`src/rtl/spi_apb_pkg.sv`:
```
// Shared widths, FSM state type and SPI register map for the APB requester.
package spi_apb_pkg;

  localparam int unsigned APB_ADDR_W = 3;
  localparam int unsigned APB_DATA_W = 8;

  typedef enum logic [1:0] {
    ST_IDLE   = 2'd0,
    ST_SETUP  = 2'd1,
    ST_ACCESS = 2'd2,
    ST_RESP   = 2'd3
  } apb_state_e;

  localparam logic [APB_ADDR_W-1:0] SPI_CR1 = 3'b000;
  localparam logic [APB_ADDR_W-1:0] SPI_CR2 = 3'b001;
  localparam logic [APB_ADDR_W-1:0] SPI_BR  = 3'b010;

endpackage

```
`src/rtl/spi_apb_master_bridge_if.sv`:
```
// Command/response stream plus APB requester signals; master = bridge side.
interface spi_apb_master_bridge_if
  import spi_apb_pkg::*;
#(
  parameter int unsigned ADDR_W = APB_ADDR_W,
  parameter int unsigned DATA_W = APB_DATA_W
) ();

  logic              cmd_valid_i;
  logic              cmd_ready_o;
  logic              cmd_write_i;
  logic [ADDR_W-1:0] cmd_addr_i;
  logic [DATA_W-1:0] cmd_wdata_i;
  logic              rsp_valid_o;
  logic              rsp_ready_i;
  logic [DATA_W-1:0] rsp_rdata_o;
  logic              rsp_err_o;
  logic              rsp_timeout_o;
  logic              PSEL_o;
  logic              PENABLE_o;
  logic              PWRITE_o;
  logic [ADDR_W-1:0] PADDR_o;
  logic [DATA_W-1:0] PWDATA_o;
  logic [DATA_W-1:0] PRDATA_i;
  logic              PREADY_i;
  logic              PSLVERR_i;

  modport master (
    input  cmd_valid_i, cmd_write_i, cmd_addr_i, cmd_wdata_i, rsp_ready_i,
           PRDATA_i, PREADY_i, PSLVERR_i,
    output cmd_ready_o, rsp_valid_o, rsp_rdata_o, rsp_err_o, rsp_timeout_o,
           PSEL_o, PENABLE_o, PWRITE_o, PADDR_o, PWDATA_o
  );

  modport slave (
    output cmd_valid_i, cmd_write_i, cmd_addr_i, cmd_wdata_i, rsp_ready_i,
           PRDATA_i, PREADY_i, PSLVERR_i,
    input  cmd_ready_o, rsp_valid_o, rsp_rdata_o, rsp_err_o, rsp_timeout_o,
           PSEL_o, PENABLE_o, PWRITE_o, PADDR_o, PWDATA_o
  );

endinterface

```
`src/rtl/spi_apb_master_bridge_wait_timer.sv`:
```
// ACCESS wait-state counter: cleared by load, counts while enabled, saturates at TIMEOUT-1.
module apb_wait_timer #(
  parameter int unsigned TIMEOUT = 16
) (
  input  logic PCLK,
  input  logic PRESET,
  input  logic load,
  input  logic en,
  output logic tc_c
);

  localparam int unsigned CNT_W = (TIMEOUT > 1) ? $clog2(TIMEOUT) : 1;

  logic [CNT_W-1:0] cnt_q;

  assign tc_c = (cnt_q == CNT_W'(TIMEOUT - 1));

  // Holds at terminal count so the counter can never wrap.
  always_ff @(posedge PCLK) begin
    if (PRESET) begin
      cnt_q <= '0;
    end else if (load) begin
      cnt_q <= '0;
    end else if (en && !tc_c) begin
      cnt_q <= cnt_q + CNT_W'(1);
    end
  end

endmodule

```
`src/rtl/spi_apb_master_bridge.sv`:
```
// APB3 requester: one outstanding command -> SETUP/ACCESS transfer -> held response,
// with a wait-state timeout guarding against a slave that never raises PREADY.
module spi_apb_master_bridge
  import spi_apb_pkg::*;
#(
  parameter int unsigned ADDR_W  = APB_ADDR_W,
  parameter int unsigned DATA_W  = APB_DATA_W,
  parameter int unsigned TIMEOUT = 16
) (
  input logic                     PCLK,
  input logic                     PRESET,
  spi_apb_master_bridge_if.master bus
);

  apb_state_e state_q, state_d;

  logic              cmd_fire_c;
  logic              xfer_done_c;
  logic              timeout_c;
  logic              tmr_tc_c;

  logic              pwrite_q;
  logic [ADDR_W-1:0] paddr_q;
  logic [DATA_W-1:0] pwdata_q;
  logic [DATA_W-1:0] rsp_rdata_q;
  logic              rsp_err_q;
  logic              rsp_timeout_q;

  always_ff @(posedge PCLK) begin
    if (PRESET) begin
      state_q <= ST_IDLE;
    end else begin
      state_q <= state_d;
    end
  end

  // PREADY is checked before the terminal count so a late PREADY beats the timeout.
  always_comb begin
    state_d     = state_q;
    cmd_fire_c  = 1'b0;
    xfer_done_c = 1'b0;
    timeout_c   = 1'b0;
    case (state_q)
      ST_IDLE: begin
        if (bus.cmd_valid_i) begin
          cmd_fire_c = 1'b1;
          state_d    = ST_SETUP;
        end
      end
      ST_SETUP: state_d = ST_ACCESS;
      ST_ACCESS: begin
        if (bus.PREADY_i) begin
          xfer_done_c = 1'b1;
          state_d     = ST_RESP;
        end else if (tmr_tc_c) begin
          timeout_c = 1'b1;
          state_d   = ST_RESP;
        end
      end
      ST_RESP: begin
        if (bus.rsp_ready_i) begin
          state_d = ST_IDLE;
        end
      end
      default: state_d = ST_IDLE;
    endcase
  end

  apb_wait_timer #(.TIMEOUT(TIMEOUT)) u_wait_timer (
    .PCLK   (PCLK),
    .PRESET (PRESET),
    .load   (state_q == ST_SETUP),
    .en     ((state_q == ST_ACCESS) && !bus.PREADY_i),
    .tc_c   (tmr_tc_c)
  );

  // Request fields live from capture until the next capture; response fields until next completion.
  always_ff @(posedge PCLK) begin
    if (PRESET) begin
      pwrite_q      <= 1'b0;
      paddr_q       <= '0;
      pwdata_q      <= '0;
      rsp_rdata_q   <= '0;
      rsp_err_q     <= 1'b0;
      rsp_timeout_q <= 1'b0;
    end else begin
      if (cmd_fire_c) begin
        pwrite_q <= bus.cmd_write_i;
        paddr_q  <= bus.cmd_addr_i;
        pwdata_q <= bus.cmd_wdata_i;
      end
      if (xfer_done_c) begin
        rsp_err_q     <= bus.PSLVERR_i;
        rsp_timeout_q <= 1'b0;
        rsp_rdata_q   <= pwrite_q ? '0 : bus.PRDATA_i;
      end else if (timeout_c) begin
        rsp_err_q     <= 1'b1;
        rsp_timeout_q <= 1'b1;
        rsp_rdata_q   <= '0;
      end
    end
  end

  assign bus.cmd_ready_o   = (state_q == ST_IDLE) && !PRESET;
  assign bus.PSEL_o        = (state_q == ST_SETUP) || (state_q == ST_ACCESS);
  assign bus.PENABLE_o     = (state_q == ST_ACCESS);
  assign bus.PWRITE_o      = pwrite_q;
  assign bus.PADDR_o       = paddr_q;
  assign bus.PWDATA_o      = pwdata_q;
  assign bus.rsp_valid_o   = (state_q == ST_RESP);
  assign bus.rsp_rdata_o   = rsp_rdata_q;
  assign bus.rsp_err_o     = rsp_err_q;
  assign bus.rsp_timeout_o = rsp_timeout_q;

endmodule
```
`src/flat_wrapper.sv`:
```
// flat-port wrapper written by rule: the top's interface ports become plain ports
module spi_apb_master_bridge_flat import spi_apb_pkg::*;
#(
  parameter int unsigned ADDR_W  = APB_ADDR_W,
  parameter int unsigned DATA_W  = APB_DATA_W,
  parameter int unsigned TIMEOUT = 16
)
  (PCLK, PRESET, bus_cmd_valid_i, bus_cmd_write_i, bus_cmd_addr_i, bus_cmd_wdata_i, bus_rsp_ready_i, bus_PRDATA_i, bus_PREADY_i, bus_PSLVERR_i, bus_cmd_ready_o, bus_rsp_valid_o, bus_rsp_rdata_o, bus_rsp_err_o, bus_rsp_timeout_o, bus_PSEL_o, bus_PENABLE_o, bus_PWRITE_o, bus_PADDR_o, bus_PWDATA_o);
  spi_apb_master_bridge_if #(.ADDR_W(ADDR_W), .DATA_W(DATA_W)) bus_i ();
  input logic PCLK;
  input logic PRESET;
  input wire logic [$bits(bus_i.cmd_valid_i)-1:0] bus_cmd_valid_i;
  input wire logic [$bits(bus_i.cmd_write_i)-1:0] bus_cmd_write_i;
  input wire logic [$bits(bus_i.cmd_addr_i)-1:0] bus_cmd_addr_i;
  input wire logic [$bits(bus_i.cmd_wdata_i)-1:0] bus_cmd_wdata_i;
  input wire logic [$bits(bus_i.rsp_ready_i)-1:0] bus_rsp_ready_i;
  input wire logic [$bits(bus_i.PRDATA_i)-1:0] bus_PRDATA_i;
  input wire logic [$bits(bus_i.PREADY_i)-1:0] bus_PREADY_i;
  input wire logic [$bits(bus_i.PSLVERR_i)-1:0] bus_PSLVERR_i;
  output wire logic [$bits(bus_i.cmd_ready_o)-1:0] bus_cmd_ready_o;
  output wire logic [$bits(bus_i.rsp_valid_o)-1:0] bus_rsp_valid_o;
  output wire logic [$bits(bus_i.rsp_rdata_o)-1:0] bus_rsp_rdata_o;
  output wire logic [$bits(bus_i.rsp_err_o)-1:0] bus_rsp_err_o;
  output wire logic [$bits(bus_i.rsp_timeout_o)-1:0] bus_rsp_timeout_o;
  output wire logic [$bits(bus_i.PSEL_o)-1:0] bus_PSEL_o;
  output wire logic [$bits(bus_i.PENABLE_o)-1:0] bus_PENABLE_o;
  output wire logic [$bits(bus_i.PWRITE_o)-1:0] bus_PWRITE_o;
  output wire logic [$bits(bus_i.PADDR_o)-1:0] bus_PADDR_o;
  output wire logic [$bits(bus_i.PWDATA_o)-1:0] bus_PWDATA_o;
  assign bus_i.cmd_valid_i = bus_cmd_valid_i;
  assign bus_i.cmd_write_i = bus_cmd_write_i;
  assign bus_i.cmd_addr_i = bus_cmd_addr_i;
  assign bus_i.cmd_wdata_i = bus_cmd_wdata_i;
  assign bus_i.rsp_ready_i = bus_rsp_ready_i;
  assign bus_i.PRDATA_i = bus_PRDATA_i;
  assign bus_i.PREADY_i = bus_PREADY_i;
  assign bus_i.PSLVERR_i = bus_PSLVERR_i;
  assign bus_cmd_ready_o = bus_i.cmd_ready_o;
  assign bus_rsp_valid_o = bus_i.rsp_valid_o;
  assign bus_rsp_rdata_o = bus_i.rsp_rdata_o;
  assign bus_rsp_err_o = bus_i.rsp_err_o;
  assign bus_rsp_timeout_o = bus_i.rsp_timeout_o;
  assign bus_PSEL_o = bus_i.PSEL_o;
  assign bus_PENABLE_o = bus_i.PENABLE_o;
  assign bus_PWRITE_o = bus_i.PWRITE_o;
  assign bus_PADDR_o = bus_i.PADDR_o;
  assign bus_PWDATA_o = bus_i.PWDATA_o;
  spi_apb_master_bridge #(.ADDR_W(ADDR_W), .DATA_W(DATA_W), .TIMEOUT(TIMEOUT)) u_core (.PCLK(PCLK), .PRESET(PRESET), .bus(bus_i));
endmodule
```
`config.mk`:
```
export PLATFORM = sky130hd
export DESIGN_NAME = spi_apb_master_bridge_flat
export DESIGN_NICKNAME = d
export VERILOG_FILES = /design/src/rtl/spi_apb_pkg.sv /design/src/rtl/spi_apb_master_bridge_if.sv /design/src/rtl/spi_apb_master_bridge_wait_timer.sv /design/src/rtl/spi_apb_master_bridge.sv /design/src/flat_wrapper.sv
export SDC_FILE = /design/constraint.sdc
export NUM_CORES = 1
export LEC_CHECK = 0
export ABC_AREA = 1
export CAP_MARGIN = 20
export CORE_MARGIN = 4
export CORE_UTILIZATION = 37
export CTS_CLUSTER_SIZE = 28
export DETAILED_ROUTE_END_ITERATION = 16
export PLACE_DENSITY = 0.77
export SLEW_MARGIN = 10
export SYNTH_ARGS = -nofsm -noshare
export SYNTH_HDL_FRONTEND = slang
export SYNTH_HIERARCHICAL = 1
export SYNTH_SLANG_ARGS = --single-unit
```
`constraint.sdc`:
```
create_clock -name PCLK -period 1.45 [get_ports PCLK]
set_clock_uncertainty 0.1 [all_clocks]
set_input_delay 0.29 -clock PCLK [delete_from_list [all_inputs] [get_ports PCLK]]
set_output_delay 0.29 -clock PCLK [all_outputs]
set_load 0.01 [all_outputs]
```
* After elaboration in Yosys (flattened, before gate mapping)
Cells that the tools add are included.
** Operators by class
- Add/sub/neg operators :: 1
- $mul :: 0
- Divide/modulo/power cells :: 0
- Magnitude comparators :: 0
- Equal/unequal tests :: 7
- Shifts and indexed selects :: 0
- Muxes and demuxes :: 17
- Bitwise gates (word level) :: 0
- Reduce and logical (&&, ||, !) cells :: 12
** Operators by type and width (count)
- $mux 8 :: 3
- $mux 1 :: 9
- $mux 2 :: 4
- $pmux 2 s4 :: 1
- $add 4x1->4 const B :: 1
- $eq 2x2->1 const B :: 2
- $eq 4x4->1 const B :: 1
- $ne 2x2->1 const B :: 2
- $reduce_or 2->1 :: 2
- $logic_and 1x1->1 :: 3
- $logic_not 1->1 :: 3
- $ne 3x2->1 const B :: 1
- $reduce_and 3->1 :: 1
- $eq 2x1->1 const B :: 1
- $logic_not 2->1 :: 1
- $reduce_bool 2->1 :: 1
- $logic_or 1x1->1 :: 1
** Word-level totals
- Register bits after elaboration :: 28
- Latch bits :: 0
- Bits in writable memories :: 0
- ROM bits :: 0
- Input port bits :: 26
- Output and inout bits :: 26
- Logic and storage cells :: 45
- Memories :: 0

* Depth between registers and ports, before layout
Gate-level depths: netlist of the first run.
- Depth after elaboration :: 6
- Depth in mapped cells :: 9
- Depth with buffers taken out :: 9

* Hierarchy
The synthesis of the first run kept the hierarchy.
** Modules (own cells, without submodules)
- spi_apb_master_bridge :: times used 1, cells each 131, area each 985.9 µm², sequential area each 480.5 µm²
- apb_wait_timer :: times used 1, cells each 29, area each 200.2 µm², sequential area each 80.1 µm²

* Worst setup path after synthesis of the first run
No wires, ideal clock.
- Kind :: reg2reg
- Start point :: register u_core.state_q[0]
- End point :: register u_core.u_wait_timer.cnt_q[0]
- Library setup time :: 0.116 ns
- Arrival :: 1.230 ns
- Required time :: 1.234 ns
- Setup slack :: 0.004 ns
- Cell stages (with the launch flop) :: 8
- Path buffers :: 0
- Clock period less this slack :: 1.446 ns
- Cell sequence :: dfxtp_1 -> inv_1 -> ha_1 -> inv_1 -> nor2_1 -> nand2_2 -> o21ai_0 -> nor2_1
** Between the ends
- Word-level cells in the longest chain between the ends :: 3
- Elaborated cells between the ends (all ways) :: 5
- Those cells by class :: eq/ne (2); reduce/logical (3)
** RTL lines
- from (decl) :: line spi_apb_master_bridge.sv:15 : apb_state_e state_q, state_d;
- from (signal assigned) :: line spi_apb_master_bridge.sv:33 : state_q <= state_d;
- $eq 2x2->1
- net bus_PENABLE_o :: line flat_wrapper.sv:26 : output wire logic [$bits(bus_i.PENABLE_o)-1:0] bus_PENABLE_o;
- $logic_and 1x1->1 :: line spi_apb_master_bridge.sv:73 : .en ((state_q == ST_ACCESS) && !bus.PREADY_i),
- $logic_and 1x1->1 :: line spi_apb_master_bridge_wait_timer.sv:24 : end else if (en && !tc_c) begin
- to (signal assigned) :: line spi_apb_master_bridge_wait_timer.sv:25 : cnt_q <= cnt_q + CNT_W'(1);
- to (decl) :: line spi_apb_master_bridge_wait_timer.sv:14 : logic [CNT_W-1:0] cnt_q;
The timed path passes the listed nets, and every way through them passes these cells.
A chain may end at the register's enable or synchronous reset.

* Final worst setup path of the first run
- Start point :: register u_core.state_q[0]
- End point :: output bus_PENABLE_o
** Between the ends
- Word-level cells in the longest chain between the ends :: 1
** RTL lines
- $eq 2x2->1 :: line spi_apb_master_bridge.sv:106 : assign bus.PENABLE_o = (state_q == ST_ACCESS);
- to (decl) :: line flat_wrapper.sv:26
Every way passes these cells.

==> flow_metrics.env, run 1 <==
export IMPL_power_switching_mw=1.05
export IMPL_grt_start_max_net_pins=17
export IMPL_wirelength_mm=3.09
export IMPL_ios=52
export IMPL_antenna_found_initial=0
export IMPL_wl_per_cell_microns=11.4
export IMPL_peakVddDrop_uv=817
export IMPL_worst_setup_path_end_kind="output pin"
export IMPL_synth_top_area_cell="dfxtp_1"
export IMPL_ys_seq_area_frac=0.473
export IMPL_cts_buffers=3
export IMPL_outcome="complete, but fails checks"
export IMPL_hold_path_class="reg2reg"
export IMPL_die_x_microns=64.6
export IMPL_dpl_cell_area_sq_um=1820
export IMPL_cts_max_level=1
export IMPL_clk_pin_slew_ns=0.15
export IMPL_post_route_period_util=1.04
export IMPL_yosysWarnings=6
export IMPL_via_count=1228
export IMPL_placedCellCount=264
export IMPL_finalPower_mw=2.88
export IMPL_drv_cap=0
export IMPL_wl_met1_mm=1.36
export IMPL_leakagePower_nw=0.906
export IMPL_area_growth_pct=75.6
export IMPL_p_clk_frac=0.130
export IMPL_synthTopCellsByArea="dfxtp_1 (47%), nor2_1 (13%), nand2_1 (8.5%), ha_1 (5.3%), inv_1 (4.7%)"
export IMPL_crit_type="reg2out"
export IMPL_share_seq_of_total_power=0.353
export IMPL_drive_above_1_share=0.330
export IMPL_grt_pass1_wl_mm=4.58
export IMPL_slew_headroom=0.748
export IMPL_intPower_mw=1.83
export IMPL_cts_tree="yes"
export IMPL_layout_min_cycle_time_ns=1.50
export IMPL_yosysUniqueCellTypes=18
export IMPL_first_iter_violations=23
export IMPL_setup_viol=4
export IMPL_wl_met2_mm=1.47
export IMPL_rsz0062_at_grt="yes"
export IMPL_fin_cells=271
export IMPL_finalSetupTns_ns=-0.148
export IMPL_track_usage=0.137
export IMPL_violations="negative setup slack"
export IMPL_pwr_share_comb=0.517
export IMPL_whs_ns=0.365
export IMPL_netlist_area_sq_um=1190
export IMPL_synth_seq_cells=28
export IMPL_power_density_nw_per_um2=1380
export IMPL_top_layer_used="met4"
export IMPL_setup_slack_ns=-0.0536
export IMPL_port_buffers=51
export IMPL_gp_congestion=0.719
export IMPL_clock_path_buffers=2
export IMPL_r2r_start="u_core/state_q[0]"
export IMPL_postLayoutCellArea_sq_um=2080
export IMPL_fill_cells=261
export IMPL_maxSlewViolCount=0
export IMPL_first_pass_iters=4
export IMPL_core_sq_um=3050
export IMPL_clock_sinks=28
export IMPL_synth_top_area_share=0.473
export IMPL_grt_pass1_vias=1123
export IMPL_die_area_sq_um=4180
export IMPL_ant_nets=0
export IMPL_insertion_delay_ns=0.32
export IMPL_regArea_sq_um=566
export IMPL_avgSynthCellArea_sq_um=7.41
export IMPL_grt_overflow_total=0
export IMPL_final_util=0.682
export IMPL_syn_num_nets=191
export IMPL_worstPathRequired_ns=1.06
export IMPL_synth_cells=160
export IMPL_p_sw_frac=0.365
export IMPL_multi_input_area_sq_um=727
export IMPL_cts_root_buffer="clkbuf_4"
export IMPL_route_met3_wl_microns=255
export IMPL_initial_core_util=0.389
export IMPL_finalHoldViolCount=0
export IMPL_clock_fmax_ghz=0.665
export IMPL_avgViaCountPerCell=4.53
export IMPL_timing_worst_slew_pin_value_ns=0.377
export IMPL_die_h_microns=64.6
export IMPL_row_count=20
export IMPL_critPathLaunch="u_core/state_q[0]"
export IMPL_drc=0
export IMPL_worstPathMaxFanout=2
export IMPL_hpwlAfterDp_mm=2.11
export IMPL_cp_start_kind="flop"
export IMPL_worstPathArrival_ns=1.11
export IMPL_n_antenna_cell=0
export IMPL_post_place_ws_ns=-0.292
export IMPL_hold_start="u_core/bus.rsp_timeout_o"
export IMPL_nets=259
cells by family (layout without fill, tap and decap cells):
kind of cell | count (synthesis) | count (layout) | share of synthesized area
AND/OR/NAND/NOR | 78 | 78 | 0.278
AO/OA/AOI/OAI | 28 | 28 | 0.121
flip-flops | 28 | 28 | 0.473
buffers and inverters | 21 | 88 | 0.0749
adder cells (fa/ha/maj) | 5 | 5 | 0.0527
worst paths after layout:
path / depth (start not counted) / endpoint / slack, ns
hold / removal: 2 / u_core/bus.rsp_timeout_o / 0.37
setup reg to reg: 9 / u_core/u_wait_timer/cnt_q[0] / 0.01
setup / recovery: 4 / bus_PENABLE_o / -0.05
hold reg to reg: 2 / u_core/bus.rsp_timeout_o / 0.37
cell usage after synthesis (all sizes together):
cell type  instances
dfxtp             28
o21ai             17
inv               17
ha                 5
nand2             29
buf                3
clkbuf             1
nand3              3
nand4              3
a21oi             11
nor2              43
metal layers:
metal  up-vias  GRT usage
met2        41      0.242
met1       549      0.153
met5         -          0
li1        636          -
met4         0     0.0237
met3         2     0.0624
cell usage in the layout (no fill, tap or decap), types with 4 or more instances in the layout:
master,count
nand2_1,16
buf_4,10
inv_1,8
ha_4,4
nand2_2,9
buf_6,8
inv_2,6
a21oi_2,10
o21ai_1,10
dlygate4sd2_1,22
dfxtp_1,24
clkdlybuf4s50_1,25
nor2_1,38
o21ai_2,4
dfxtp_2,4
flip-flops by register name, indices dropped and copies added, names as in the netlist:
register and cells:
u_core/bus.PWDATA_o 8, u_core/bus.PADDR_o 3, u_core/u_wait_timer/cnt_q 4, u_core/bus.rsp_rdata_o 8
u_core/bus.rsp_timeout_o 1, u_core/bus.PWRITE_o 1, u_core/state_q 2, u_core/bus.rsp_err_o 1
repair_timing:
action | in CTS | in global routing
buffers inserted | 0 | 2
gates cloned | 0 | 1
hold buffers | 0 | 0
setup endpoints to repair | 40 | 25
pin swaps | 3 | 24
resized for setup | 55 | 61
critical path, stage by stage (launching register included):
cell,delay [ns]
dfxtp_2,0.36
inv_2,0.05
buf_6,0.11
ha_4,0.16
buf_6,0.11
power groups by stage:
stage	logic, mW	registers (mW)	clock network, mW
floorplan	0.515	1.10	0
global placement	1.22	1.01	0
detailed placement	1.23	1.02	0
finish	1.49	1.02	0.374
global route	1.64	1.04	0.416
CTS	1.19	1.01	0.388
area by class of cell:
cell class,count,share of cell area
Timing Repair Buffer,67,0.302
Sequential cell,28,0.271
Clock buffer,4,0.0174
Tap cell,44,0.0264
Multi-Input combinational cell,111,0.349
Inverter,17,0.0342
Power figures use the tool's default switching activity.
==> inputs of run 2 (changes only) <==
--- a/config.mk
+++ b/config.mk
@@ -12,7 +12,8 @@
 export CTS_CLUSTER_SIZE = 28
 export DETAILED_ROUTE_END_ITERATION = 16
 export PLACE_DENSITY = 0.77
-export SLEW_MARGIN = 10
+export SETUP_SLACK_MARGIN = 0.02
+export SLEW_MARGIN = 20
 export SYNTH_ARGS = -nofsm -noshare
 export SYNTH_HDL_FRONTEND = slang
 export SYNTH_HIERARCHICAL = 1
==> constraint.sdc (replaced) <==
create_clock -name PCLK -period 1.2 [get_ports PCLK]
set_clock_uncertainty 0.1 [all_clocks]
set_input_delay 0.24 -clock PCLK [delete_from_list [all_inputs] [get_ports PCLK]]
set_output_delay 0.24 -clock PCLK [all_outputs]
set_load 0.01 [all_outputs]
==> flow_metrics.env, run 2 (synthesis gave the netlist of run 1 again) <==
export IMPL_outcome="complete, but fails checks"
export IMPL_violations="negative setup slack"
export IMPL_critPathLaunch="u_core/state_q[0]"
export IMPL_final_common_cell="nor2_1"
export IMPL_layout_min_cycle_time_ns=1.48
export IMPL_hold_start="bus_PRDATA_i[2]"
export IMPL_track_usage=0.171
export IMPL_grt_overflow_total=0
export IMPL_area_growth_pct=88.0
export IMPL_die_x_microns=64.6
export IMPL_drive_above_1_share=0.508
export IMPL_slew_headroom=0.781
export IMPL_layout_common_cells="nor2_1 (36), dfxtp_2 (26), clkdlybuf4s50_1 (25)"
export IMPL_worstPathArrival_ns=1.62
export IMPL_initial_core_util=0.389
export IMPL_timing_worst_slew_pin_value_ns=0.328
export IMPL_wirelength_mm=3.67
export IMPL_via_count=1293
export IMPL_die_h_microns=64.6
export IMPL_whs_ns=0.343
export IMPL_wl_per_cell_microns=13.0
export IMPL_clk_pin_slew_ns=0.16
export IMPL_finalPower_mw=3.90
export IMPL_clock_sinks=28
export IMPL_rsz0062_at_grt="yes"
export IMPL_insertion_delay_ns=0.33
export IMPL_worst_setup_path_end_kind="flop"
export IMPL_power_density_nw_per_um2=1750
export IMPL_cts_max_level=1
export IMPL_avgViaCountPerCell=4.59
export IMPL_p_clk_frac=0.159
export IMPL_power_switching_mw=1.37
export IMPL_drc=0
export IMPL_setup_viol=32
export IMPL_maxSlewViolCount=0
export IMPL_core_sq_um=3050
export IMPL_postLayoutCellArea_sq_um=2230
export IMPL_first_iter_violations=57
export IMPL_first_pass_iters=4
export IMPL_clock_path_buffers=2
export IMPL_drv_cap=0
export IMPL_peakVddDrop_uv=1240
export IMPL_antenna_found_initial=0
export IMPL_n_antenna_cell=0
export IMPL_ios=52
export IMPL_worstPathRequired_ns=1.34
export IMPL_hold_path_class="in2reg"
export IMPL_row_count=20
export IMPL_dpl_cell_area_sq_um=1920
export IMPL_hpwlAfterDp_mm=2.36
export IMPL_crit_type="reg2reg"
export IMPL_cp_start_kind="flop"
export IMPL_setup_slack_ns=-0.280
export IMPL_cts_buffers=3
export IMPL_intPower_mw=2.53
export IMPL_worstPathMaxFanout=5
export IMPL_pwr_share_comb=0.508
export IMPL_leakagePower_nw=0.940
export IMPL_ant_nets=0
export IMPL_die_area_sq_um=4180
export IMPL_gp_congestion=0.815
export IMPL_port_buffers=51
export IMPL_grt_pass1_wl_mm=5.61
export IMPL_r2r_start="u_core/state_q[0]"
export IMPL_cts_tree="yes"
export IMPL_ctsHoldBuffers=0
export IMPL_grt_start_max_net_pins=17
export IMPL_grt_pass1_vias=1212
export IMPL_cts_root_buffer="clkbuf_4"
export IMPL_share_seq_of_total_power=0.333
export IMPL_nets=270
export IMPL_clock_fmax_ghz=0.676
export IMPL_post_route_period_util=1.23
export IMPL_p_sw_frac=0.351
export IMPL_finalHoldViolCount=0
==> run 2: timing repair <==
action                                  4_1_cts  5_1_grt
gates resized for setup                     157       33
pin swaps                                    23       18
setup buffers                                 2        7
endpoints found under the setup margin       54       50
endpoints found under the hold margin         0        0
gates cloned                                  1        1
==> run 2: worst max-delay path, stage by stage, from the launching register on <==
cell and delay [ns]:
dfxtp_2 0.35, inv_2 0.07, buf_4 0.12, ha_4 0.13
buf_8 0.12, inv_2 0.04, nor2_4 0.13, nand2_2 0.10
o21ai_1 0.17, nor2_1 0.05
==> run 2: metrics by stage <==
stage / worst slack [ns] / instances / utilization / TNS (ns)
5_1_grt: -0.359 / 282 / 0.730 / -7.42
3_5_place_dp: -0.489 / 268 / 0.630 / -9.47
6_report: -0.280 / 282 / 0.730 / -5.03
3_3_place_gp: -0.506 / 268 / 0.630 / -9.23
4_1_cts: -0.308 / 275 / 0.660 / -4.53
2_1_floorplan: -0.0138 / 160 / - / -0.0908
==> run 2: layout make-up <==
class	instances	area [sq um]
Timing Repair Buffer	76	731
Clock buffer	3	22.5
Multi-Input combinational cell	113	727
Fill cell	221	823
Clock inverter	1	30.0
Sequential cell	28	593
Tap cell	44	55.1
Inverter	17	71.3
==> run 2: power by group through the flow <==
| stage | Sequential (mW) | Clock [mW] | Combinational, mW |
|---|---|---|---|
| 2_1_floorplan | 1.36 | 0 | 0.695 |
| 3_3_place_gp | 1.24 | 0 | 1.53 |
| 3_5_place_dp | 1.25 | 0 | 1.56 |
| 4_1_cts | 1.26 | 0.644 | 1.71 |
| 5_1_grt | 1.33 | 0.680 | 2.15 |
| 6_report | 1.30 | 0.621 | 1.98 |
==> run 2: path summary, 6_finish.rpt <==
check                                  to  depth (start not counted)  slack (ns)
max          u_core/u_wait_timer/cnt_q[2]                          9       -0.28
min             u_core/bus.rsp_rdata_o[2]                          3        0.34
max reg2reg  u_core/u_wait_timer/cnt_q[2]                          9       -0.28
min reg2reg          u_core/bus.rsp_err_o                          2        0.36
==> run 2: metal layers <==
layer	GRT usage	vias to the layer above	routed length, microns
li1	-	668	-
met1	0.199	588	1500
met2	0.314	35	1980
met3	0.0312	2	150
met4	0.0554	0	43
met5	0	-	0
==> inputs of run 3 (changes only) <==
--- a/config.mk
+++ b/config.mk
@@ -8,10 +8,10 @@
 export ABC_AREA = 1
 export CAP_MARGIN = 20
 export CORE_MARGIN = 4
-export CORE_UTILIZATION = 37
+export CORE_UTILIZATION = 41
 export CTS_CLUSTER_SIZE = 28
 export DETAILED_ROUTE_END_ITERATION = 16
-export PLACE_DENSITY = 0.77
+export PLACE_DENSITY = 0.8
 export SETUP_SLACK_MARGIN = 0.02
 export SLEW_MARGIN = 20
 export SYNTH_ARGS = -nofsm -noshare
==> constraint.sdc (replaced) <==
create_clock -name PCLK -period 1.48 [get_ports PCLK]
set_clock_uncertainty 0.1 [all_clocks]
set_input_delay 0.296 -clock PCLK [delete_from_list [all_inputs] [get_ports PCLK]]
set_output_delay 0.296 -clock PCLK [all_outputs]
set_load 0.01 [all_outputs]
==> flow_metrics.env, run 3 (synthesis gave the netlist of run 1 again) <==
export IMPL_fill_cells=204
export IMPL_timing_worst_slew_pin_value_ns=0.399
export IMPL_whs_ns=0.364
export IMPL_fin_cells=258
export IMPL_dpl_cell_area_sq_um=1800
export IMPL_cts_buffers=3
export IMPL_initial_core_util=0.430
export IMPL_cts_root_buffer="clkbuf_4"
export IMPL_grt_pass1_vias=1312
export IMPL_worstPathCellList="inv_2 > buf_6 > ha_4 > buf_6"
export IMPL_die_x_microns=61.8
export IMPL_worst_r2r_endpoint="u_core/u_wait_timer/cnt_q[0]"
export IMPL_final_common_cell="nor2_1"
export IMPL_power_density_nw_per_um2=1440
export IMPL_rsz0062_at_grt="yes"
export IMPL_p_clk_frac=0.169
export IMPL_ios=52
export IMPL_clock_path_buffers=2
export IMPL_clk_pin_slew_ns=0.16
export IMPL_drc=0
export IMPL_core_sq_um=2760
export IMPL_antenna_found_initial=0
export IMPL_crit_type="reg2out"
export IMPL_share_seq_of_total_power=0.335
export IMPL_hold_path_class="reg2reg"
export IMPL_setup_viol=8
export IMPL_setup_slack_ns=-0.0838
export IMPL_grt_pass1_wl_mm=5.34
export IMPL_r2r_start="u_core/state_q[0]"
export IMPL_drive_above_1_share=0.339
export IMPL_hpwlAfterDp_mm=2.37
export IMPL_die_h_microns=61.8
export IMPL_worstPathMaxFanout=2
export IMPL_worstPathRequired_ns=1.08
export IMPL_drv_cap=0
export IMPL_die_area_sq_um=3820
export IMPL_layout_common_cells="nor2_1 (37), clkdlybuf4s50_1 (25), dfxtp_1 (24)"
export IMPL_grt_start_max_net_pins=17
export IMPL_post_route_period_util=1.06
export IMPL_worstPathBufferInverterCount=3
export IMPL_finalPower_mw=3.02
export IMPL_maxSlewViolCount=0
export IMPL_slew_headroom=0.733
export IMPL_peakVddDrop_uv=1320
export IMPL_cp_depth=4
export IMPL_port_buffers=51
export IMPL_insertion_delay_ns=0.33
export IMPL_avgViaCountPerCell=4.91
export IMPL_worstPathArrival_ns=1.17
export IMPL_layout_min_cycle_time_ns=1.56
export IMPL_final_util=0.758
export IMPL_wirelength_mm=3.57
export IMPL_track_usage=0.186
export IMPL_clock_sinks=28
export IMPL_row_count=19
export IMPL_n_antenna_cell=0
export IMPL_cts_max_level=1
export IMPL_hold_start="u_core/bus.rsp_err_o"
export IMPL_nets=259
export IMPL_rrSetupSlack_ns=-0.04
export IMPL_worstRegToRegCells=9
export IMPL_p_sw_frac=0.361
export IMPL_gp_congestion=0.706
export IMPL_critPathLaunch="u_core/state_q[0]"
export IMPL_first_pass_iters=4
export IMPL_grt_overflow_total=0
export IMPL_power_switching_mw=1.09
export IMPL_ctsHoldBuffers=0
export IMPL_worst_setup_path_end_kind="output pin"
export IMPL_postLayoutCellArea_sq_um=2090
export IMPL_cts_tree="yes"
export IMPL_cp_common_cell="buf_6"
export IMPL_via_count=1268
export IMPL_intPower_mw=1.93
export IMPL_ant_nets=0
export IMPL_cp_start_kind="flop"
export IMPL_max_stage_delay_ns=0.38
export IMPL_leakagePower_nw=0.917
export IMPL_outcome="complete, but fails checks"
export IMPL_area_growth_pct=76.3
export IMPL_clock_fmax_ghz=0.639
export IMPL_cp_endpoint="bus_PENABLE_o"
export IMPL_pwr_share_comb=0.497
export IMPL_placedCellCount=250
export IMPL_path_delay_family="flip-flops"
export IMPL_wl_per_cell_microns=13.8
export IMPL_cp_slowest_cell="dfxtp_2"
export IMPL_finalHoldViolCount=0
export IMPL_first_iter_violations=37
export IMPL_violations="negative setup slack"
-- run 3: area by class of cell --
class	instances	area (sq um)	area share
multi-input cells	111	729	0.349
repair buffers	67	633	0.303
clock buffers	3	22.5	0.0108
clock inverters	1	30.0	0.0144
inverters	17	68.8	0.0329
flip-flops and latches	28	568	0.272
well taps	31	38.8	0.0186
-- run 3: metal layers --
| layer | vias up | track usage | part of all wire |
|---|---|---|---|
| li1 | 635 | - | - |
| met1 | 588 | 0.198 | 0.39 |
| met2 | 41 | 0.354 | 0.53 |
| met3 | 4 | 0.0475 | 0.073 |
| met4 | 0 | 0.0606 | 0.0034 |
| met5 | - | 0 | 0 |
-- run 3: power by group through the flow --
stage,logic [mW],clock network (mW),registers (mW)
CTS,1.29,0.518,1.00
detailed placement,1.22,0,1.01
global placement,1.17,0,0.998
finish,1.50,0.509,1.01
global route,1.63,0.556,1.03
floorplan,0.504,0,1.08
-- run 3: repair_timing --
item,4_1_cts,5_1_grt
resized for setup,70,45
setup endpoints to repair,34,20
pin swaps,2,22
buffers inserted,1,3
hold endpoints to repair,0,0
-- run 3: worst min path at each step --
stage / endpoint / slack (ns) / depth (start not counted)
finish: u_core/bus.rsp_err_o / 0.36 / 2
global route: u_core/bus.rsp_rdata_o[5] / 0.38 / 3
CTS: u_core/bus.rsp_err_o / 0.36 / 2
detailed placement: u_core/bus.rsp_err_o / 0.35 / 2
global placement: u_core/bus.rsp_err_o / 0.34 / 2
floorplan: u_core/bus.rsp_rdata_o[0] / 0.34 / 2
-- run 3: stage by stage --
step | worst slack, ns | setup TNS [ns]
floorplan | 0.0341 | 0
global placement | -0.269 | -1.11
detailed placement | -0.287 | -2.26
CTS | -0.0662 | -0.182
global route | -0.116 | -0.818
finish | -0.0838 | -0.318
-- run 3: worst min-delay path: cells and delay by family (launching register included) --
family,cells,cell delay (ns)
buffers and inverters,1,0.05
AO/OA/AOI/OAI,1,0.05
flip-flops,1,0.35
==> edit 1 (settings of run 3) <==
The package constant `APB_ADDR_W` goes from 3 to 2.
--- a/src/rtl/spi_apb_pkg.sv
+++ b/src/rtl/spi_apb_pkg.sv
@@ -1,7 +1,7 @@
 // Shared widths, FSM state type and SPI register map for the APB requester.
 package spi_apb_pkg;
 
-  localparam int unsigned APB_ADDR_W = 3;
+  localparam int unsigned APB_ADDR_W = 2;
   localparam int unsigned APB_DATA_W = 8;
 
   typedef enum logic [1:0] {
Ports: changed (resized bus_PADDR_o and bus_cmd_addr_i); port bits go from 52 to 50. No check against the original RTL was run, so the function may have changed too.
==> edit 1 against run 3 <==
The run still ends with setup timing left. Setup slack improved by 12 ps. Wire length is 7.2% higher. Sequential share of layout area grew 0.88 points. Design area down 6.8%. Area after synthesis down 4.0%. Critical path depth rose by 6. Sequential cell count shrank 1. Sequential power fell by 4%. Total power fell by 9.3%. First-iteration DRC count is 8.1% higher. Worst hold slack got worse by 5.8 ps. Die area fell by 3.5%. Critical endpoint is now u_core/u_wait_timer/cnt_q[3]. Largest cell class unchanged.
==> edit 1: results (changes against run 3) <==
worstRegToRegCells: 10  # was 9
grt_max_degree: 17  # unchanged
pg_clk_mw: 0.335  # was 0.509 mW
grt_use_met3_pct: 4.894  # was 4.752%
final.fill_count: 191  # was 204
cts_max_level: 1  # unchanged
min_from: "u_core/bus.rsp_err_o"  # unchanged
totalWireLength_mm: 3.829  # was 3.571 mm
ys_top_cells_by_count: "nor2_1 (40), dfxtp_1 (27), nand2_1 (27)"  # was nor2_1 (42), dfxtp_1 (28), nand2_1 (27)
r2r_start: "u_core/state_q[0]"  # unchanged
synthArstFlopShare_pct: 0  # unchanged
synth_flop_cell: "dfxtp_1"  # unchanged
root_buffer: "clkbuf_4"  # unchanged
p_seq_share_pct: 35.4  # was 33.5%
place_area_mm2: 0.001745  # was 0.001800 mm^2
drtIter0Drc: 40  # was 37
peakVddDrop_mv: 0.9547  # was 1.320 mV
pre_cts_ws_ps: -327.3  # was -287.4 ps
grt_pass1_vias: 1309  # was 1312
status: "complete, but fails checks"  # unchanged
p_int_mw: 1.687  # was 1.930 mW
grtUsageTotal_pct: 19.84  # was 18.65%
placedCellCount: 244  # was 250
layout_setup_ws_ps: -71.53  # was -83.83 ps
setup-violations-final: 10  # was 8
grt_pass1_wl_mm: 5.485  # was 5.340 mm
nets: 254  # was 259
io_buffers: 49  # was 51
yosysSeqAreaShare_pct: 47.47  # was 47.26%
ys_top_cells_by_area: "dfxtp_1 (47%), nor2_1 (13%), nand2_1 (8.9%)"  # was dfxtp_1 (47%), nor2_1 (13%), nand2_1 (8.5%)
clk_path_buf_depth: 2  # unchanged
synthCells: 156  # was 160
holdWs_ps: 357.8  # was 363.6 ps
worstSetupPathType: "flop to flop"  # was flop to output pin
grt_util_met2_pct: 37.56  # was 35.43%
violations: "setup timing"  # unchanged
globalplace.congestion: 0.7758  # was 0.7057
dr.pass1.iters: 4  # unchanged
cp_max_fo: 5  # was 2
hpwl_mm: 2.508  # was 2.371 mm
cp.arrival_ps: 1720  # was 1170 ps
clkTransAtPathRegs_ps: 160  # about the same
antenna_found_initial: 0  # unchanged
relSlewSlack_pct: 79.47  # was 73.34%
r2r_end: "u_core/u_wait_timer/cnt_q[3]"  # was u_core/u_wait_timer/cnt_q[0]
whs_endpoint: "u_core/bus.rsp_err_o"  # unchanged
setup_tns_ps: -356.3  # was -318.3 ps
p_seq_mw: 0.968  # was 1.01 mW
antenna_cells: 0  # unchanged
ys_types: 18  # unchanged
synth_nets: 186  # was 191
leakage_nw: 0.8671  # was 0.9171 nW
grtUsageMet1_pct: 19.87  # was 19.85%
via_per_inst: 5.158  # was 4.915
drt-wirelength-per-cell_um: 15.13  # was 13.84 um
hp-class: "flop to flop"  # unchanged
ys_warn_count: 6  # unchanged
drive_above_1_share_pct: 30.04  # was 33.92%
-- edit 1: layer usage --
layer | part of all wire [%] | routed length [um]
met5 | 0 | 0
met4 | 2.9 | 112
met3 | 7.2 | 276
met2 | 53 | 2028
met1 | 37 | 1412
-- edit 1: worst max path at each step --
stage	to	cells after the start
after floorplan	u_core/u_wait_timer/cnt_q[0]	7
after global placement	bus_cmd_ready_o	3
after detailed placement	bus_cmd_ready_o	3
after CTS	bus_cmd_ready_o	5
after global routing	u_core/u_wait_timer/cnt_q[3]	10
final	u_core/u_wait_timer/cnt_q[3]	10
-- edit 1: what timing repair did --
action                                  in CTS  in global routing
endpoints found under the hold margin        0                  0
cloned                                       0                  1
resized for setup                           65                 25
endpoints found under the setup margin      49                 29
pin swaps                                    7                 15
setup buffers                                4                  0
-- edit 1: final cells by class --
type	count	area, um^2	area share [%]
Clock buffer	3	22.52	1.155
Timing Repair inverter	1	7.507	0.3851
Sequential cell	27	546.8	28.05
Clock inverter	1	7.507	0.3851
Inverter	17	70.07	3.594
Timing Repair Buffer	66	605.6	31.07
Tap cell	30	37.54	1.926
Multi-Input combinational cell	108	651.9	33.44
-- edit 1: cells by family after synthesis --
kind of cell             after synthesis  share of synthesized area (%)
adder cells (fa/ha/maj)                5                          5.495
AND/OR/NAND/NOR                       76                          27.58
buffers and inverters                 21                          7.252
flip-flops                            27                          47.47
AO/OA/AOI/OAI                         27                          12.20
-- edit 1: worst max-delay path, stage by stage (launching register included) --
cell	delay [ps]
dfxtp_2	360
inv_2	80
buf_6	110
ha_4	140
buf_6	140
inv_4	40
nor2_4	130
nand2_4	100
nor2_4	130
nor2_2	70
nor2_1	110
==> edit 2 (config.mk and constraints of run 3) <==
Made on the original files. Re-encode `apb_state_e` (4 states) as one-hot, 4 bits wide.
--- a/src/rtl/spi_apb_pkg.sv
+++ b/src/rtl/spi_apb_pkg.sv
@@ -4,11 +4,11 @@
   localparam int unsigned APB_ADDR_W = 3;
   localparam int unsigned APB_DATA_W = 8;
 
-  typedef enum logic [1:0] {
-    ST_IDLE   = 2'd0,
-    ST_SETUP  = 2'd1,
-    ST_ACCESS = 2'd2,
-    ST_RESP   = 2'd3
+  typedef enum logic [3:0] {
+    ST_IDLE   = 4'b0001,
+    ST_SETUP  = 4'b0010,
+    ST_ACCESS = 4'b0100,
+    ST_RESP   = 4'b1000
   } apb_state_e;
 
   localparam logic [APB_ADDR_W-1:0] SPI_CR1 = 3'b000;
Function: no difference found for any inputs over 10 cycles, from zero or initial values and one cycle with PRESET high; not proved beyond that.
==> edit 2 against run 3 <==
The run still ends with setup timing left. Fmax fell by 3.4%. Wire length is 17% higher. Design area grew 13%. Die area rose by 12%. Critical path depth increased by 1. Area after synthesis up 13%. First-iteration DRC count increased by 54%. Global-route usage is essentially flat. Sequential cell count up 2. Non-clock buffer count up 17. Setup slack worse by 55 ps. Critical path type unchanged.
Power is not compared: it rests on default switching activity, and its combinational part moved more than twofold at a synthesized area within 25%.
==> edit 2: results (changes against run 3) <==
ys_top_cells_by_count: "nand2_1 (42), dfxtp_1 (30), nor2_1 (27)"  # was nor2_1 (42), dfxtp_1 (28), nand2_1 (27)
synth_compound_area_share_pct: 11.26  # was 12.13%
grt_use_met3_pct: 5.470  # was 4.752%
synth_flop_cell: "dfxtp_1"  # unchanged
totalWireLength_mm: 4.181  # was 3.571 mm
cts_buffers: 5  # was 3
setup-violations-final: 4  # was 8
final.fill_count: 251  # was 204
worstRegToRegCells: 10  # was 9
yosysSeqAreaShare_pct: 44.65  # was 47.26%
violations: "setup timing"  # unchanged
r2r_start: "u_core/state_q[0]"  # unchanged
grt_max_degree: 25  # was 17
cp_max_fo: 2  # unchanged
layout_setup_ws_ps: -138.9  # was -83.83 ps
synth_fa_ha_area_share_pct: 0.9302  # was 5.274%
min_from: "u_core/bus.rsp_rdata_o[6]"  # was u_core/bus.rsp_err_o
regToRegSetupSlack_ps: 20  # was -40 ps
io_buffers: 51  # unchanged
grt_pass1_wl_mm: 6.161  # was 5.340 mm
hpwl_mm: 2.515  # was 2.371 mm
cts_max_level: 2  # was 1
ys_top_cells_by_area: "dfxtp_1 (45%), nand2_1 (12%), a21oi_1 (8.6%)"  # was dfxtp_1 (47%), nor2_1 (13%), nand2_1 (8.5%)
grt_pass1_vias: 1446  # was 1312
globalplace.congestion: 0.8290  # was 0.7057
setup_tns_ps: -369.3  # was -318.3 ps
nets: 301  # was 259
synthArstFlopShare_pct: 0  # unchanged
vias: 1522  # was 1268
dr.pass1.iters: 4  # unchanged
grtUsageTotal_pct: 18.64  # was 18.65%
cp.arrival_ps: 1220  # was 1170 ps
clkTransAtPathRegs_ps: 100  # was 160 ps
peakVddDrop_mv: 1.046
tightest_slew_ps: 312.0  # was 398.7 ps
drtIter0Drc: 57  # was 37
clkLatencyLatePin_ps: 320
status: "complete, but fails checks"  # unchanged
r2r_end: "u_core/bus.rsp_rdata_o[5]"  # was u_core/u_wait_timer/cnt_q[0]
grtUsageMet1_pct: 21.16  # was 19.85%
grt_util_met2_pct: 32.11  # was 35.43%
drive_above_1_share_pct: 34.67  # was 33.92%
ys_types: 22  # was 18
whs_endpoint: "u_core/bus.rsp_rdata_o[6]"  # was u_core/bus.rsp_err_o
holdWs_ps: 359.5  # was 363.6 ps
synth_nets: 216  # was 191
edit 2: critical path: stages (launching register included):
cell and delay (ps):
dfxtp_2 350, buf_6 130, nor2_4 130, nand2_2 100
nand2_2 90, buf_6 100
edit 2: timing repair:
item                       CTS  global route
pin swaps                   10            16
gates cloned                 0             2
hold buffers                 0             0
gates resized for setup     65            44
buffers inserted             8             6
setup endpoints to repair   30            30
edit 2: cell type report:
type	instances	share of cell area, %
sequential	30	25.84
clock buffer	6	2.175
tap	44	2.334
clock inverter	1	1.273
timing repair buffer	84	32.20
multi-input combinational	127	31.62
inverter	26	4.562
edit 2: power breakdown:
group	switching, mW	total, mW	internal, mW
registers	0.0190	0.858	0.839
clock network	0.270	0.664	0.393
logic	0.207	0.435	0.228
edit 2: per-stage QoR:
step	cells	instance area (um^2)	setup slack (ps)	utilization, %
2_1_floorplan	189	1345	93.32	-
3_3_place_gp	298	2014	-381.1	64.92
3_5_place_dp	298	2014	-396.4	64.92
4_1_cts	313	2195	-140.4	70.73
5_1_grt	318	2359	-186.9	76.01
6_report	318	2359	-138.9	76.01
edit 2: routing by layer:
layer  wire, um  up-vias
met2       2124       47
met4         87        0
met1       1736      705
met5          0        -
met3        233        8
li1           -      762
edit 2: worst max path at each step:
| stage | from | to | slack [ps] | cells after the start |
|---|---|---|---|---|
| final | u_core/state_q[3] | bus_PSEL_o | -140 | 5 |
| after global routing | u_core/state_q[3] | bus_PSEL_o | -190 | 5 |
| after CTS | u_core/state_q[0] | bus_cmd_ready_o | -140 | 6 |
| after detailed placement | PRESET | bus_cmd_ready_o | -400 | 3 |
| after global placement | PRESET | bus_cmd_ready_o | -380 | 3 |
| after floorplan | u_core/state_q[0] | bus_cmd_ready_o | 90 | 6 |
edit 2: kinds of logic (layout without fill, tap and decap cells):
logic type      Yosys count  in the layout
flops                    30             30
compound gates           29             29
buf+inv                  32            117
simple gates             97             97
fa+ha+maj                 1              1
